==> config.mk <==
export PLATFORM = sky130hd
export DESIGN_NAME = branch_target_predictor_flat
export DESIGN_NICKNAME = d
export VERILOG_FILES = /design/src/rtl/branch_target_predictor_pkg.sv /design/src/rtl/branch_target_predictor_if.sv /design/src/rtl/branch_target_predictor_sat_counter.sv /design/src/rtl/branch_target_predictor.sv /design/src/flat_wrapper.sv
export SDC_FILE = /design/constraint.sdc
export NUM_CORES = 2
export LEC_CHECK = 0
export ABC_AREA = 1
export ABC_CLOCK_PERIOD_IN_PS = 9700
export CAP_MARGIN = 5
export CORE_MARGIN = 4
export CORE_UTILIZATION = 65
export DETAILED_ROUTE_END_ITERATION = 8
export PLACE_DENSITY = 0.87
export SLEW_MARGIN = 20
export SYNTH_ARGS = -nofsm -noshare
export SYNTH_HDL_FRONTEND = slang
export SYNTH_SLANG_ARGS = --single-unit
==> constraint.sdc <==
create_clock -name clk -period 9.7 [get_ports clk]
set_clock_uncertainty 0.1 [all_clocks]
set_input_delay 0.97 -clock clk [delete_from_list [all_inputs] [get_ports clk]]
set_output_delay 0.97 -clock clk [all_outputs]
set_load 0.02 [all_outputs]
==> src/rtl/branch_target_predictor_pkg.sv <==
// Shared definitions for the branch target predictor: direction-counter
// encodings as functions of the counter width, plus RISC-V control-flow opcodes.
package branch_target_predictor_pkg;

   typedef enum logic [6:0] {
      OPC_BRANCH = 7'b1100011,
      OPC_JAL    = 7'b1101111
   } opcode_e;

   // Counter encodings; w is the counter width. With w=1 weak/strong taken are both 1.
   function automatic int unsigned cnt_strong_nt(int unsigned w);
      return (w == 0) ? 0 : 0;
   endfunction

   function automatic int unsigned cnt_weak_nt(int unsigned w);
      return (32'd1 << (w - 1)) - 32'd1;
   endfunction

   function automatic int unsigned cnt_weak_t(int unsigned w);
      return 32'd1 << (w - 1);
   endfunction

   function automatic int unsigned cnt_strong_t(int unsigned w);
      return (32'd1 << w) - 32'd1;
   endfunction

endpackage

==> src/rtl/branch_target_predictor_if.sv <==
// Lookup (IF side) and update (ID side) signals of the branch target predictor.
interface branch_target_predictor_if #(
   parameter int unsigned DATA_W = 64,
   parameter int unsigned PERF_W = 32
);
   logic [DATA_W-1:0] lookup_pc;
   logic              hit;
   logic              predict_taken;
   logic [DATA_W-1:0] predict_target;
   logic              upd_valid;
   logic [DATA_W-1:0] upd_pc;
   logic [DATA_W-1:0] upd_target;
   logic              upd_taken;
   logic              upd_is_jump;
   logic              upd_mispredict;
   logic [PERF_W-1:0] mispredict_cnt;

   // Pipeline side: drives lookups and resolved outcomes.
   modport master (
      output lookup_pc, upd_valid, upd_pc, upd_target, upd_taken, upd_is_jump, upd_mispredict,
      input  hit, predict_taken, predict_target, mispredict_cnt
   );

   // Predictor side.
   modport slave (
      input  lookup_pc, upd_valid, upd_pc, upd_target, upd_taken, upd_is_jump, upd_mispredict,
      output hit, predict_taken, predict_target, mispredict_cnt
   );
endinterface

==> src/rtl/branch_target_predictor_sat_counter.sv <==
// Next-state logic for one saturating direction counter.
module sat_counter #(
   parameter int unsigned CNT_W = 2
) (
   input  logic [CNT_W-1:0] cur,
   input  logic             inc,
   input  logic             force_max,
   output logic [CNT_W-1:0] nxt
);

   // Saturating increment/decrement, force_max jumps straight to all-ones.
   always_comb begin
      nxt = cur;
      if (force_max) begin
         nxt = '1;
      end else if (inc) begin
         if (cur != '1) nxt = cur + 1'b1;
      end else begin
         if (cur != '0) nxt = cur - 1'b1;
      end
   end

endmodule

==> src/rtl/branch_target_predictor.sv <==
// Direct-mapped BTB with per-entry saturating direction counters and a
// saturating mispredict counter. Lookup is combinational; updates are registered.
module branch_target_predictor
   import branch_target_predictor_pkg::*;
#(
   parameter int unsigned DATA_W  = 64,
   parameter int unsigned ENTRIES = 16,
   parameter int unsigned IDX_W   = $clog2(ENTRIES),
   parameter int unsigned TAG_W   = 8,
   parameter int unsigned CNT_W   = 2,
   parameter int unsigned PERF_W  = 32
) (
   input logic                    clk,
   input logic                    reset,
   input logic                    enable,
   branch_target_predictor_if.slave bus
);

   localparam logic [CNT_W-1:0] CNT_RESET = CNT_W'(cnt_weak_nt(CNT_W));
   localparam logic [CNT_W-1:0] CNT_ALLOC = CNT_W'(cnt_weak_t(CNT_W));
   localparam logic [CNT_W-1:0] CNT_JUMP  = CNT_W'(cnt_strong_t(CNT_W));

   logic              valid_q  [ENTRIES];
   logic [TAG_W-1:0]  tag_q    [ENTRIES];
   logic [DATA_W-1:0] target_q [ENTRIES];
   logic [CNT_W-1:0]  cnt_q    [ENTRIES];
   logic [PERF_W-1:0] mp_cnt_q;

   logic [IDX_W-1:0]  l_idx;
   logic [TAG_W-1:0]  l_tag;
   logic              l_hit;
   logic [IDX_W-1:0]  u_idx;
   logic [TAG_W-1:0]  u_tag;
   logic              u_hit;
   logic [CNT_W-1:0]  u_cnt_cur;
   logic [CNT_W-1:0]  u_cnt_nxt;
   logic              u_fire;
   logic              unused_pc_bits;

   assign unused_pc_bits = ^{bus.lookup_pc[DATA_W-1:IDX_W+TAG_W+2], bus.lookup_pc[1:0],
                             bus.upd_pc[DATA_W-1:IDX_W+TAG_W+2], bus.upd_pc[1:0]};

   // Zero-latency lookup against the current table contents.
   always_comb begin
      l_idx              = bus.lookup_pc[IDX_W+1:2];
      l_tag              = bus.lookup_pc[IDX_W+TAG_W+1:IDX_W+2];
      l_hit              = valid_q[l_idx] && (tag_q[l_idx] == l_tag);
      bus.hit            = l_hit;
      bus.predict_taken  = l_hit && cnt_q[l_idx][CNT_W-1];
      bus.predict_target = l_hit ? target_q[l_idx] : '0;
      bus.mispredict_cnt = mp_cnt_q;
   end

   // Decode of the update request.
   always_comb begin
      u_idx     = bus.upd_pc[IDX_W+1:2];
      u_tag     = bus.upd_pc[IDX_W+TAG_W+1:IDX_W+2];
      u_hit     = valid_q[u_idx] && (tag_q[u_idx] == u_tag);
      u_cnt_cur = cnt_q[u_idx];
      u_fire    = enable && bus.upd_valid;
   end

   sat_counter #(.CNT_W(CNT_W)) u_sat (
      .cur       (u_cnt_cur),
      .inc       (bus.upd_taken),
      .force_max (bus.upd_is_jump),
      .nxt       (u_cnt_nxt)
   );

   // Table update: train on tag match, allocate on taken miss, ignore not-taken miss.
   always_ff @(posedge clk) begin
      if (reset) begin
         for (int unsigned i = 0; i < ENTRIES; i++) begin
            valid_q[i]  <= 1'b0;
            tag_q[i]    <= '0;
            target_q[i] <= '0;
            cnt_q[i]    <= CNT_RESET;
         end
      end else if (u_fire) begin
         if (u_hit) begin
            target_q[u_idx] <= bus.upd_target;
            cnt_q[u_idx]    <= u_cnt_nxt;
         end else if (bus.upd_taken) begin
            valid_q[u_idx]  <= 1'b1;
            tag_q[u_idx]    <= u_tag;
            target_q[u_idx] <= bus.upd_target;
            cnt_q[u_idx]    <= bus.upd_is_jump ? CNT_JUMP : CNT_ALLOC;
         end
      end
   end

   // Saturating mispredict counter.
   always_ff @(posedge clk) begin
      if (reset) begin
         mp_cnt_q <= '0;
      end else if (u_fire && bus.upd_mispredict && (mp_cnt_q != '1)) begin
         mp_cnt_q <= mp_cnt_q + 1'b1;
      end
   end

endmodule
==> src/flat_wrapper.sv <==
// flat-port wrapper written by rule: the top's interface ports become plain ports
module branch_target_predictor_flat import branch_target_predictor_pkg::*;
#(
   parameter int unsigned DATA_W  = 64,
   parameter int unsigned ENTRIES = 16,
   parameter int unsigned IDX_W   = $clog2(ENTRIES),
   parameter int unsigned TAG_W   = 8,
   parameter int unsigned CNT_W   = 2,
   parameter int unsigned PERF_W  = 32
)
  (clk, reset, enable, bus_lookup_pc, bus_upd_valid, bus_upd_pc, bus_upd_target, bus_upd_taken, bus_upd_is_jump, bus_upd_mispredict, bus_hit, bus_predict_taken, bus_predict_target, bus_mispredict_cnt);
  branch_target_predictor_if #(.DATA_W(DATA_W), .PERF_W(PERF_W)) bus_i ();
  input logic clk;
  input logic reset;
  input logic enable;
  input wire logic [$bits(bus_i.lookup_pc)-1:0] bus_lookup_pc;
  input wire logic [$bits(bus_i.upd_valid)-1:0] bus_upd_valid;
  input wire logic [$bits(bus_i.upd_pc)-1:0] bus_upd_pc;
  input wire logic [$bits(bus_i.upd_target)-1:0] bus_upd_target;
  input wire logic [$bits(bus_i.upd_taken)-1:0] bus_upd_taken;
  input wire logic [$bits(bus_i.upd_is_jump)-1:0] bus_upd_is_jump;
  input wire logic [$bits(bus_i.upd_mispredict)-1:0] bus_upd_mispredict;
  output wire logic [$bits(bus_i.hit)-1:0] bus_hit;
  output wire logic [$bits(bus_i.predict_taken)-1:0] bus_predict_taken;
  output wire logic [$bits(bus_i.predict_target)-1:0] bus_predict_target;
  output wire logic [$bits(bus_i.mispredict_cnt)-1:0] bus_mispredict_cnt;
  assign bus_i.lookup_pc = bus_lookup_pc;
  assign bus_i.upd_valid = bus_upd_valid;
  assign bus_i.upd_pc = bus_upd_pc;
  assign bus_i.upd_target = bus_upd_target;
  assign bus_i.upd_taken = bus_upd_taken;
  assign bus_i.upd_is_jump = bus_upd_is_jump;
  assign bus_i.upd_mispredict = bus_upd_mispredict;
  assign bus_hit = bus_i.hit;
  assign bus_predict_taken = bus_i.predict_taken;
  assign bus_predict_target = bus_i.predict_target;
  assign bus_mispredict_cnt = bus_i.mispredict_cnt;
  branch_target_predictor #(.DATA_W(DATA_W), .ENTRIES(ENTRIES), .IDX_W(IDX_W), .TAG_W(TAG_W), .CNT_W(CNT_W), .PERF_W(PERF_W)) u_core (.clk(clk), .reset(reset), .enable(enable), .bus(bus_i));
endmodule
======== Word-level counts from Yosys, hierarchy flattened ========
Memory sizes are Yosys's and may differ from the RTL's.
Index checks and enable logic that the tools add are counted.
storage, ports and cells
  register bits after elaboration ......... 32
  bits in writable memories ............... 1200
  bits of input ports ..................... 199
  output and inout port bits .............. 98
  memories kept ........................... 4
operators by class
  $add $sub $neg .......................... 3
  equality and inequality tests ........... 4
  muxes and demuxes ....................... 31
  bitwise operators ....................... 2
  reductions and logical operators ........ 11
memories
  memory           words  width  read ports  clocked after Yosys merged registers in  wr ports  RTL line                       text
  u_core.target_q  16     64     1           0                                        16        branch_target_predictor.sv:25  logic [DATA_W-1:0] target_q [ENTRIES];
  u_core.tag_q     16     8      2           0                                        16        branch_target_predictor.sv:24  logic [TAG_W-1:0] tag_q [ENTRIES];
  u_core.cnt_q     16     2      2           0                                        16        branch_target_predictor.sv:26  logic [CNT_W-1:0] cnt_q [ENTRIES];
  u_core.valid_q   16     1      2           0                                        16        branch_target_predictor.sv:23  logic valid_q [ENTRIES];
operators by type and width
  operator                                                            number
  64-bit 2-to-1 mux                                                   3
  64-bit OR reduction                                                 1
  32-bit by 1-bit adder with 32-bit output, second input constant     1
  32-bit inequality test, second input constant                       1
  1-bit 2-to-1 mux                                                    17
  8-bit equality test                                                 2
  4-bit 2-to-1 mux                                                    4
  2-bit 2-to-1 mux                                                    6
  8-bit 2-to-1 mux                                                    1
  8-bit OR reduction                                                  1
  1-bit logical AND                                                   6
  2-bit by 1-bit adder with 2-bit output, second input constant       1
  2-bit inequality test, second input constant                        1
  1-bit OR                                                            2
  2-bit nonzero test                                                  1
  2-bit OR reduction                                                  1
  2-bit by 1-bit subtractor with 2-bit output, second input constant  1
  1-bit OR reduction                                                  1

======== Logic depth before layout (Yosys ltp) ========
An unclocked memory read counts as a cell.
  word-level depth ........................ 10
  depth in mapped cells ................... 23
  gate-level depth less buffers ........... 18

======== Cells and area by module ========
From an unflattened synthesis, not the netlist that was laid out.
unflattened totals
  cells, all modules ...................... 5527
  area, all modules ....................... 56391.6 µm²
modules (own cells, without submodules)
  module                   times used  cells an instance  area an instance (µm²)
  branch_target_predictor  1           5522               56362.8
  sat_counter              1           5                  28.8

======== Worst setup path before layout ========
No wires, ideal clock.
  path kind ............................... input -> register
  start ................................... in bus_upd_pc[2]
  end ..................................... mem u_core.cnt_q[10][0] (enable)
  library setup time ...................... 0.426 ns
  arrival ................................. 4.301 ns
  data required time ...................... 9.174 ns
  setup slack ............................. 4.873 ns
  cell stages on the path ................. 22
  buffers on the path ..................... 7
  path through ............................ buf_4 buf_6 buf_2 nand2_1 nand2_1 nand2_1 nand2_1 nand2_1 nand2_1 nor2_1 nor2_1 nor2_1 nand2_1 nor2_1 nand3_1 buf_2 nand2_4 buf_8 nand3_2 buf_6 buf_6 nand2_1
RTL lines
  what         RTL line                       text
  from (decl)  flat_wrapper.sv:18             input wire logic [$bits(bus_i.upd_pc)-1:0] bus_upd_pc;
  to (decl)    branch_target_predictor.sv:26

======== Worst setup path after layout ========
  start ................................... in bus_lookup_pc[2]
  end ..................................... out bus_predict_target[2]
on the way
  cells in the longest elaborated chain, start to end .. 4
RTL lines
  what                 RTL line                       text
  from (decl)          flat_wrapper.sv:16             input wire logic [$bits(bus_i.lookup_pc)-1:0] bus_lookup_pc;
  memory 16 x 8 bit    -
  8-bit equality test  branch_target_predictor.sv:47  l_hit = valid_q[l_idx] && (tag_q[l_idx] == l_tag);
  1-bit logical AND    branch_target_predictor.sv:47
  64-bit 2-to-1 mux *  branch_target_predictor.sv:50  bus.predict_target = l_hit ? target_q[l_idx] : '0;
  to (decl)            flat_wrapper.sv:25             output wire logic [$bits(bus_i.predict_target)-1:0] bus_predict_target;
Mark *: on every way between the ends. The rest lies on a longest branch, timed or not.

==> impl_metrics.toml <==
[status]
status = "complete, no violations"

[clock_tree]
h-tree-depth = 3
clk_latency_ns = 0.72
post_cts_resized = 0
cts_made_buffers = 118
cts_sinks = 1232
cts_max_path_buffers = 3
cts_tree = "yes"
path_clk_slew_ns = 0.06
clockRootBuffer = "clkbuf_16"
postCtsHoldBufs = 0
post-cts-setup-buffers = 0

[pwr]
leakage_nw = 22.51
power_density_mw_per_mm2 = 186.9
max-vdd-ir-drop_v = 0.0001672

[global_route]
grt_max_degree = 199
first_global_vias = 43290
gr-total-overflow = 0
grt_usage_pct = 35.25
antenna_found_initial = 2
grt_first_pass_wirelength_um = 246400

[sta]
period_share_pct = 73.98
period_needed_ns = 7.176
fin_tns_setup_ns = 0
setup_viol = 0
fmax_mhz = 139.4
slew_headroom_pct = 16.08
finalHoldWorstSlack_ns = 0.3707
maxSlewViolCount = 0
worst_slew_pin_slew_ns = 1.254
rsz0062_at_grt = "false"
hold_viol_final = 0

[cells_and_area]
layout_common_cells = "nor2_1, edfxtp_1, nand2_1"
layout_commonest_cell = "nor2_1"
nFillCells = 5413
drive_gt1_share_pct = 5.236
syn_to_final_growth_pct = 10.12
num-nets-final = 5600

[logic_synthesis]
syn_nets = 5711
syn_area_sq_mm = 0.05630
ys_seq_area_share_pct = 64.86
netlist_instances = 5511
syn_avg_cell_area_sq_um = 10.22
synth_cell_type_count = 42
ys_warn_count = 0
synth.ff_latch_count = 1232

[worst_setup_path]
path_common_cell = "o21ai_0"
worstSetupEndpointType = "output pin"
required_ns = 8.63
crit_fanout = 112
critPathSlowestCell = "buf_4"
critPathArrivalTime_ns = 6.11
path_cells = "buf_8, buf_4, o21ai_0, a21oi_1, o21ai_0, o22ai_1, o21ai_0, nor2_1, nand3_4, nor3_1, clkdlybuf4s50_1"
crit_family = "buffers and inverters"
critPathKind = "input port to output pin"
cp-start-kind = "input port"
cpPeakStageDelay_ns = 1.04
critPathBufInv = 3

[floorplan]
io-pin-count = 297
die_w_um = 302.3
coreArea_sq_mm = 0.08555
die-area_sq_mm = 0.09139
rows = 107
die_h_um = 302.3
initial_core_util_pct = 65.81

[detailed_routing]
wl_per_cell_um = 24.77
drc_errors = 0
vias = 44840
finalWirelength_um = 164600
postRouteAntennaNets = 0
firstDrtPassIters = 7
drt_iter0_drc = 7738
viasPerCell = 6.746

[hold_path]
min-delay-path-class = "flip-flop to flip-flop"

[placement]
gp_congestion = 0.9461
hpwlAfterDp_um = 82750
io_buffer_count = 192

[run]
maxCapViolations = 0
## synthesized netlist by cell type (all sizes together)
master  number  area (sq um)
o31ai       62         465.5
o221ai       9         78.83
or2          2         12.51
o32ai        3         26.28
dfxtp       48         960.9
o21bai       1         7.510
edfxtp    1184         35550
nor3b        1         7.510
xor2         4         35.03
nor2      1314          4940
nor3        89         445.4
nand3       72         410.4
ha           1         12.51
clkbuf     357          1340
a21boi       1         7.510
xnor2        8         70.07
a21oi      513          2567
nand2     1024          3859
o211ai      69         518.0
nand4       15         93.84
clkinv      11         41.29
a22oi       16         120.1
o21ai      140         700.7
a31oi        1         6.260
a221o       54         540.5
a32o        53         530.5
buf        127         894.6
nor4         7         43.79
a221oi     153          1340
inv        164         615.6
o21a         2         15.01
o22ai        6         37.54
## registers in the layout (all words and copies together), names as in the netlist
| register | count |
|---|---|
| u_core.target_q | 1024 |
| u_core.tag_q | 128 |
| u_core.bus.mispredict_cnt | 32 |
| u_core.cnt_q | 32 |
| u_core.valid_q | 16 |
## through the flow
stage / total power [mW] / std cells / setup WS, ns / cell area (sq um) / util [%]
5_1_grt: 11.88 / 6644 / 2.429 / 61990 / 72.46
3_5_place_dp: 7.188 / 6423 / 2.724 / 58220 / 68.06
4_1_cts: 11.52 / 6643 / 2.686 / 61950 / 72.41
3_3_place_gp: 7.148 / 6423 / 2.908 / 58210 / 68.05
2_1_floorplan: 6.852 / 5511 / 4.873 / 56300 / -
6_report: 11.59 / 6646 / 2.524 / 61990 / 72.47
## report_power, final
part           internal [mW]  switching [mW]  leakage, nW  total [mW]
combinational          0.248           0.715         9.07       0.964
sequential              6.08          0.0850         11.6        6.17
clock                   2.47            1.99         1.81        4.46
total                   8.80            2.79         22.5        11.6
## worst min-delay path, delay by kind of cell (launching register included)
family | cells | cell delay (ns)
simple gates | 2 | 0.10
flops | 1 | 0.32
## routing by layer
layer / up-vias / routed length (um) / GRT usage (%)
li1: 19030 / - / -
met1: 20900 / 52630 / 44.78
met2: 4107 / 77510 / 57.04
met3: 787 / 24340 / 7.500
met4: 4 / 10080 / 19.64
met5: - / 22 / 0.2116
## final cells by class
cell class / instances / area [sq um] / area share [%]
well taps: 1144 / 1431 / 2.309
repair buffers: 253 / 2417 / 3.899
clock buffers: 141 / 3113 / 5.022
inverters: 175 / 681.9 / 1.100
flip-flops and latches: 1232 / 36520 / 58.90
clock inverters: 79 / 611.8 / 0.9869
multi-input cells: 3620 / 17220 / 27.77
diodes: 2 / 5.005 / 0.008073
## final timing paths
kind                             to  slack (ns)           startpoint  cells after the start
min reg2reg      u_core.valid_q[12]        0.37   u_core.valid_q[12]                      2
max reg2reg  u_core.target_q[1][39]        4.73  u_core.tag_q[12][0]                     12
max           bus_predict_target[2]        2.52     bus_lookup_pc[2]                     11
min              u_core.valid_q[12]        0.37   u_core.valid_q[12]                      2
## cell families after synthesis
group           count (synthesis)  synth area share, %
simple gates                 2524                17.43
flops                        1232                64.86
compound gates               1083                12.37
buf+inv                       659                5.136
xor+xnor                       12               0.1867
fa+ha+maj                       1              0.02222
Power figures use the tool's default switching activity.
